`src/rtl/ifu_pkg.sv`:
```
// Shared types and constants for the instruction fetch unit.
// Optional build macro: IFU_ILLEGAL_TRAP_EN (see instr_fetch_unit).
package ifu_pkg;

    localparam int unsigned OPCODE_W = 6;
    localparam int unsigned IMM_W    = 16;
    localparam int unsigned JIDX_W   = 26;

    localparam logic [OPCODE_W-1:0] OP_RTYPE = 6'b000000;
    localparam logic [OPCODE_W-1:0] OP_LW    = 6'b100011;
    localparam logic [OPCODE_W-1:0] OP_SW    = 6'b101011;
    localparam logic [OPCODE_W-1:0] OP_BEQ   = 6'b000100;
    localparam logic [OPCODE_W-1:0] OP_J     = 6'b000010;

    typedef enum logic [1:0] {
        S_REQ,
        S_WAIT,
        S_ISSUE,
        S_HALT
    } ifu_state_t;

    function automatic logic is_known_op(input logic [OPCODE_W-1:0] op);
        return (op == OP_RTYPE) || (op == OP_LW) || (op == OP_SW) ||
               (op == OP_BEQ) || (op == OP_J);
    endfunction

endpackage

```
`src/rtl/ifu_next_pc.sv`:
```
// Next-PC selection: jump, then taken branch, then sequential. All arithmetic wraps at 2^32.
module ifu_next_pc
    import ifu_pkg::*;
(
    input  logic [31:0] pc,
    input  logic [31:0] instr,
    input  logic        jump,
    input  logic        branch,
    input  logic        zero,
    output logic [31:0] pc_plus4,
    output logic [31:0] next_pc
);

    logic [31:0] br_off;

    always_comb begin
        pc_plus4 = pc + 32'd4;
        br_off   = {{(32 - IMM_W - 2){instr[IMM_W-1]}}, instr[IMM_W-1:0], 2'b00};
        if (jump)
            next_pc = {pc_plus4[31:28], instr[JIDX_W-1:0], 2'b00};
        else if (branch && zero)
            next_pc = pc_plus4 + br_off;
        else
            next_pc = pc_plus4;
    end

endmodule

```
`src/rtl/instr_fetch_unit.sv`:
```
// Instruction fetch sequencer: owns the PC, fetches over req/rvalid, holds instr until ex_done.
// Build macro IFU_ILLEGAL_TRAP_EN adds the illegal_op port and halts on unknown opcodes.
module instr_fetch_unit
    import ifu_pkg::*;
#(
    parameter logic [31:0] RESET_PC     = 32'h0000_0000,
    parameter int unsigned IMEM_LAT_MAX = 15
) (
    input  logic        clk,
    input  logic        rst_n,
    output logic        imem_req,
    output logic [31:0] imem_addr,
    input  logic        imem_rvalid,
    input  logic [31:0] imem_rdata,
    output logic [31:0] instr,
    output logic [5:0]  opcode,
    output logic        instr_valid,
    output logic [31:0] pc,
    output logic [31:0] pc_plus4,
    input  logic        ex_done,
    input  logic        jump,
    input  logic        branch,
    input  logic        zero,
`ifdef IFU_ILLEGAL_TRAP_EN
    output logic        illegal_op,
`endif
    output logic        fetch_err
);

    ifu_state_t  state;
    logic [31:0] wait_cnt;
    logic [31:0] next_pc;

    ifu_next_pc u_next_pc (
        .pc       (pc),
        .instr    (instr),
        .jump     (jump),
        .branch   (branch),
        .zero     (zero),
        .pc_plus4 (pc_plus4),
        .next_pc  (next_pc)
    );

    assign imem_addr = pc;
    assign opcode    = instr[31:26];

    // imem_req is registered, so the first S_REQ after reset spends one cycle raising it;
    // later entries into S_REQ arrive with it already set.
    always_ff @(posedge clk or negedge rst_n) begin
        if (!rst_n) begin
            state       <= S_REQ;
            pc          <= RESET_PC;
            instr       <= '0;
            instr_valid <= 1'b0;
            imem_req    <= 1'b0;
            fetch_err   <= 1'b0;
            wait_cnt    <= '0;
`ifdef IFU_ILLEGAL_TRAP_EN
            illegal_op  <= 1'b0;
`endif
        end else begin
            case (state)
                S_REQ: begin
                    if (imem_req) begin
                        imem_req <= 1'b0;
                        wait_cnt <= '0;
                        state    <= S_WAIT;
                    end else begin
                        imem_req <= 1'b1;
                    end
                end
                S_WAIT: begin
                    if (imem_rvalid) begin
`ifdef IFU_ILLEGAL_TRAP_EN
                        if (!is_known_op(imem_rdata[31:26])) begin
                            illegal_op <= 1'b1;
                            state      <= S_HALT;
                        end else begin
                            instr       <= imem_rdata;
                            instr_valid <= 1'b1;
                            state       <= S_ISSUE;
                        end
`else
                        instr       <= imem_rdata;
                        instr_valid <= 1'b1;
                        state       <= S_ISSUE;
`endif
                    end else if ((IMEM_LAT_MAX != 0) && (wait_cnt == 32'(IMEM_LAT_MAX - 1))) begin
                        fetch_err <= 1'b1;
                        state     <= S_HALT;
                    end else begin
                        wait_cnt <= wait_cnt + 32'd1;
                    end
                end
                S_ISSUE: begin
                    if (ex_done) begin
                        pc          <= next_pc;
                        instr_valid <= 1'b0;
                        imem_req    <= 1'b1;
                        state       <= S_REQ;
                    end
                end
                S_HALT: begin
                    imem_req    <= 1'b0;
                    instr_valid <= 1'b0;
                end
                default: state <= S_HALT;
            endcase
        end
    end

endmodule

```
`config.mk`:
```
export PLATFORM = sky130hd
export DESIGN_NAME = instr_fetch_unit
export DESIGN_NICKNAME = d
export VERILOG_FILES = /design/src/rtl/ifu_pkg.sv /design/src/rtl/ifu_next_pc.sv /design/src/rtl/instr_fetch_unit.sv
export SDC_FILE = /design/constraint.sdc
export NUM_CORES = 1
export LEC_CHECK = 0
export CORE_MARGIN = 2
export CORE_UTILIZATION = 30
export CTS_BUF_LIST = sky130_fd_sc_hd__clkbuf_8 sky130_fd_sc_hd__clkbuf_16
export DETAILED_ROUTE_END_ITERATION = 16
export GPL_TIMING_DRIVEN = 0
export PLACE_DENSITY = 0.61
export SKIP_CTS_REPAIR_TIMING = 1
export SYNTH_ARGS = -nofsm -noshare
export SYNTH_HDL_FRONTEND = slang
export SYNTH_SLANG_ARGS = --single-unit
```
`constraint.sdc`:
```
create_clock -name clk -period 4.8 [get_ports clk]
set_input_delay 1.2 -clock clk [delete_from_list [all_inputs] [get_ports clk]]
set_output_delay 1.2 -clock clk [all_outputs]
set_load 0.02 [all_outputs]
```
==> results.yml, run 1 <==
yosys:
  ys_types: 70
  seq_area_frac_synth_pct: 34.9
  async_flop_share_pct: 100
  ys_ff_latch: 99
  synth_edf_count: 0
  synth_area_leaders: "dfrtp_1 35%, ha_1 6.7%, mux2_2 5.2%, xor2_1 4.8%, buf_4 4.4%"
  yosysMostFrequentCell: "dfrtp_1"
  yosys_warnings: 0
  synth_top_area_share_pct: 34.9
  yosysTopAreaCell: "dfrtp_1"
  syn_inst: 807
  synthFlopType: "dfrtp_1"
  synth_area_per_cell_um2: 8.81
  yosys-top-cells-count: "99 x dfrtp_1, 74 x nand2_1, 72 x nor2_1, 58 x o21ai_0, 47 x a21oi_1"
  netlist_area_mm2: 0.00711
min_path:
  min_path_cells: 2
  min_from: "instr_valid"
  hp-class: "reg -> reg"
  whs_endpoint: "instr_valid"
cells_and_area:
  ff_latch_area_mm2: 0.00248
  n_fill_cell: 2376
  instances_no_fill: 1319
  multiInputGateArea_mm2: 0.00418
  area_growth_pct: 34.6
  fin_area_mm2: 0.00957
  post-route-util_pct: 41.0
  antenna_cells: 0
  fin_nets: 1073
  drive_gt1_share_pct: 11.4
cts:
  clock-sinks: 99
  cts_tree: "done"
  root_buffer: "clkbuf_16"
  cts.clk_slew.worst_paths_ps: 80
  cts_buffers: 9
  clk_latency_ps: 350
  cts.path.max_buffers: 2
  htreeDepth: 3
critical_path:
  r2r_setup_slack_ps: 390
  cp_common_cell: "nand3_1"
  crit_fanout: 8
  ff2ff_path_depth: 14
  critPathLaunchType: "flip-flop"
  rr_startpoint: "imem_addr[2]"
  cpLargestDelayFamily: "simple AND/OR/NAND/NOR gates"
  worst_ep_required_time_ps: 3600
  worstPathArrival_ps: 3310
  r2r-end: "imem_addr[31]"
  crit_chain: "and3_1 -> nand3_1 -> nor4_4 -> buf_4 -> nand3_1 -> xnor2_1 -> clkdlybuf4s50_1"
  crit_buf_inv: 2
  cp-end-kind: "output port"
  critPathSlowestCell: "clkdlybuf4s50_1"
  max_stage_delay_ps: 700
  worstSetupPathType: "reg -> out"
flow_run:
  drv_cap: 0
grt:
  track_usage_pct: 18.3
  grt_max_degree: 59
  grt-ovfl-total: 0
  antenna_found_initial: 0
  grt_pass1_vias: 6112
  grt_first_pass_wirelength_um: 35300
placed_design:
  placed_cells: 1300
  place_congestion: 0.909
  dp_slack_ps: 230
  portBuffers: 168
  place_hpwl_um: 17500
  place_area_mm2: 0.00923
floorplanning:
  dieArea_mm2: 0.0249
  rows: 56
  ios: 176
  die_y_um: 158
  core_mm2: 0.0233
  initial_core_util_pct: 30.5
  die_w_um: 158
sta:
  grt_setup_unrepaired: "no"
  setup_ws_ps: 287
  holdWs_ps: 527
  period_share_pct: 94.0
  tns_ps: 0
  worst_pin_slew_ps: 955
  skew_ps: 8.46
  slew_violations: 0
  setup_violations: 0
  relSlewSlack_pct: 36.3
  hold_violations: 0
  fmax_mhz: 222
  post-route-min-period_ps: 4510
status:
  status: "completed"
routing:
  vias: 6666
  viasPerCell: 5.05
  detail_route.first_pass.iterations: 5
  ant_nets: 0
  wl_um: 23000
  drt_drc_violations_left: 0
  post_drt_wl_per_cell_um: 17.4
  drtIter0Drc: 468
power_and_ir_drop:
  ir_drop_v: 0.000227
  combPwrFrac_pct: 66.6
  switching_share_pct: 47.3
  p_per_area_mw_per_mm2: 734
  power_mw: 7.02
  p_leak_nw: 4.07
  seqPwrFrac_pct: 22.6
  switchingPower_mw: 3.32
  clkPwrFrac_pct: 10.9
  p_int_mw: 3.70
flip-flops by register name, summed over array words and instances (netlist names):
register,cells
wait_cnt,32
imem_req,1
fetch_err,1
instr_valid,1
imem_addr,30
state,2
instr,32
placed cells by master, fill, tap and decap left out, drive strengths merged, types with 29 or more instances in the layout:
cell | synthesis | layout
a21oi | 47 | 47
buf | 45 | 50
clkbuf | 26 | 35
clkdlybuf4s50 | 0 | 167
dfrtp | 99 | 99
ha | 38 | 38
mux2 | 33 | 33
nand2 | 74 | 74
nand3 | 37 | 37
nor2 | 73 | 73
o21ai | 59 | 59
xnor2 | 29 | 29
xor2 | 39 | 39
kinds of logic (layout without fill, tap and decap cells):
kind of cell | Yosys count | count (layout) | share of synthesized area [%]
compound gates | 195 | 195 | 17.5
xor+xnor | 68 | 68 | 8.38
fa+ha+maj | 39 | 39 | 6.97
buf+inv | 85 | 273 | 6.83
flops | 99 | 99 | 34.9
mux | 37 | 37 | 5.79
other cells | 1 | 6 | 0.0528
simple gates | 283 | 283 | 19.6
area by class of cell:
class	instances	area share (%)
buffer	71	4.52
clock buffer	9	2.35
clock inverter	7	0.784
inverter	14	0.549
multi-input combinational	628	43.7
sequential	99	25.9
tap	319	4.17
timing repair buffer	172	18.1
per-layer routing:
layer,routed length [um],vias to the layer above,GRT usage [%]
met5,0,-,0
met4,304,0,4.50
met3,1330,22,2.76
met2,11100,191,30.4
met1,10200,3197,25.0
li1,-,3256,-
worst max path at each step:
stage,startpoint,to,depth (start not counted)
final,imem_addr[4],pc_plus4[27],7
after global routing,imem_addr[4],imem_addr[31],14
after CTS,imem_addr[9],pc_plus4[27],6
after global placement,rst_n,instr[19],1
after floorplan,imem_addr[9],imem_addr[28],13
after detailed placement,imem_addr[9],pc_plus4[27],6
power by group through the flow:
stage / clock network [mW] / registers [mW] / logic (mW)
CTS: 0.787 / 1.59 / 4.65
floorplan: 0 / 1.76 / 2.70
finish: 0.765 / 1.58 / 4.67
global placement: 0 / 1.59 / 4.60
global route: 0.816 / 1.64 / 5.04
detailed placement: 0 / 1.60 / 4.64
worst min-delay path: cells and delay by family (launching register included):
| kind | cells | cell delay (ps) |
|---|---|---|
| flops | 1 | 380 |
| simple gates | 1 | 60 |
| compound gates | 1 | 60 |
No activity file was read; power rests on OpenSTA's default activity.
==> run 2, diff against run 1 <==
--- a/config.mk
+++ b/config.mk
@@ -11,6 +11,7 @@
 export DETAILED_ROUTE_END_ITERATION = 16
 export GPL_TIMING_DRIVEN = 0
 export PLACE_DENSITY = 0.61
+export SETUP_SLACK_MARGIN = 0.5
 export SKIP_CTS_REPAIR_TIMING = 1
 export SYNTH_ARGS = -nofsm -noshare
 export SYNTH_HDL_FRONTEND = slang
==> results.yml, run 2 (synthesized netlist as in run 1, its figures left out) <==
status:
  status: "completed"
sta:
  tns_ps: 0
  relSlewSlack_pct: 36.6
  holdWs_ps: 527
  skew_ps: 7.41
  slew_violations: 0
  grt_setup_unrepaired: "yes"
  period_share_pct: 88.7
  setup_ws_ps: 542
  post-route-min-period_ps: 4260
  hold_violations: 0
  setup_violations: 0
  worst_pin_slew_ps: 952
  fmax_mhz: 235
routing:
  ant_nets: 0
  wl_um: 23000
  viasPerCell: 5.11
  detail_route.first_pass.iterations: 7
  drtIter0Drc: 460
  drt_drc_violations_left: 0
  post_drt_wl_per_cell_um: 17.4
  vias: 6755
cells_and_area:
  antenna_cells: 0
  multiInputGateArea_mm2: 0.00424
  final_common_cell: "clkdlybuf4s50_1"
  ff_latch_area_mm2: 0.00248
  area_growth_pct: 36.1
  drive_gt1_share_pct: 13.1
  n_fill_cell: 2366
  mostFrequentLayoutCells: "163 x clkdlybuf4s50_1, 94 x dfrtp_1, 74 x nand2_1"
  fin_nets: 1076
cts:
  clk_latency_ps: 350
  clock-sinks: 99
  cts.clk_slew.worst_paths_ps: 70
  cts_buffers: 9
  cts_tree: "done"
  root_buffer: "clkbuf_16"
  htreeDepth: 3
  cts.path.max_buffers: 2
floorplanning:
  rows: 56
  core_mm2: 0.0233
  initial_core_util_pct: 30.5
  ios: 176
  die_w_um: 158
  dieArea_mm2: 0.0249
  die_y_um: 158
placed_design:
  portBuffers: 168
  dp_slack_ps: 230
  place_congestion: 0.909
  place_hpwl_um: 17500
grt:
  antenna_found_initial: 0
  grt-ovfl-total: 0
  grt_max_degree: 59
  grt_pass1_vias: 6112
  grt_first_pass_wirelength_um: 35300
  track_usage_pct: 18.3
critical_path:
  worst_ep_required_time_ps: 3600
  cp-end-kind: "output port"
  critPathLaunchType: "flip-flop"
  worstSetupPathType: "reg -> out"
  crit_fanout: 6
  worstPathArrival_ps: 3060
power_and_ir_drop:
  p_int_mw: 3.73
  combPwrFrac_pct: 66.6
  switching_share_pct: 47.2
  ir_drop_v: 0.000227
  clkPwrFrac_pct: 10.8
  p_per_area_mw_per_mm2: 730
  seqPwrFrac_pct: 22.6
  p_leak_nw: 4.16
  switchingPower_mw: 3.34
  power_mw: 7.06
flow_run:
  drv_cap: 0
min_path:
  hp-class: "reg -> reg"
==> run 2: layout make-up <==
cell class | count | area share (%)
Tap cell | 319 | 4.13
Buffer | 71 | 4.48
Inverter | 14 | 0.543
Sequential cell | 99 | 25.7
Multi-Input combinational cell | 628 | 43.9
Clock inverter | 7 | 0.776
Clock buffer | 9 | 2.33
Timing Repair Buffer | 175 | 18.2
==> run 2: per-layer routing <==
layer  vias up  routed length [um]  track usage [%]
li1       3266                   -                -
met1      3248               10200             25.0
met2       222               11200             30.4
met3        19                1350             2.76
met4         0                 278             4.50
met5         -                   0                0
==> run 2: worst paths after layout <==
check,cells after the start,slack (ps),to,startpoint
worst min-delay path,2,530,instr_valid,instr_valid
min in group asynchronous,1,860,instr[30],rst_n
worst max-delay path,7,540,pc_plus4[27],imem_addr[2]
max in group asynchronous,2,3240,instr[18],rst_n
worst max register to register,14,680,imem_addr[28],imem_addr[9]
worst min register to register,2,530,instr_valid,instr_valid
==> run 2: critical path: stages, from the launching register on <==
cell	delay [ps]
dfrtp_1	480
and3_1	330
nand3_4	210
nor4_4	310
buf_4	180
nand3_1	90
xnor2_1	400
clkdlybuf4s50_1	690
==> run 2: through the flow <==
| step | area [um^2] | cells | util, % |
|---|---|---|---|
| 3_3_place_gp | 9210 | 1299 | 39.5 |
| 4_1_cts | 9530 | 1316 | 40.9 |
| 6_report | 9670 | 1322 | 41.5 |
| 5_1_grt | 9670 | 1322 | 41.5 |
| 3_5_place_dp | 9230 | 1300 | 39.6 |
| 2_1_floorplan | 7130 | 812 | - |
==> run 2: power groups by stage <==
stage	registers (mW)	clock network, mW	logic [mW]
after floorplan	1.76	0	2.70
after global placement	1.59	0	4.60
after detailed placement	1.60	0	4.64
after CTS	1.59	0.787	4.65
after global routing	1.65	0.817	5.07
final	1.59	0.765	4.70
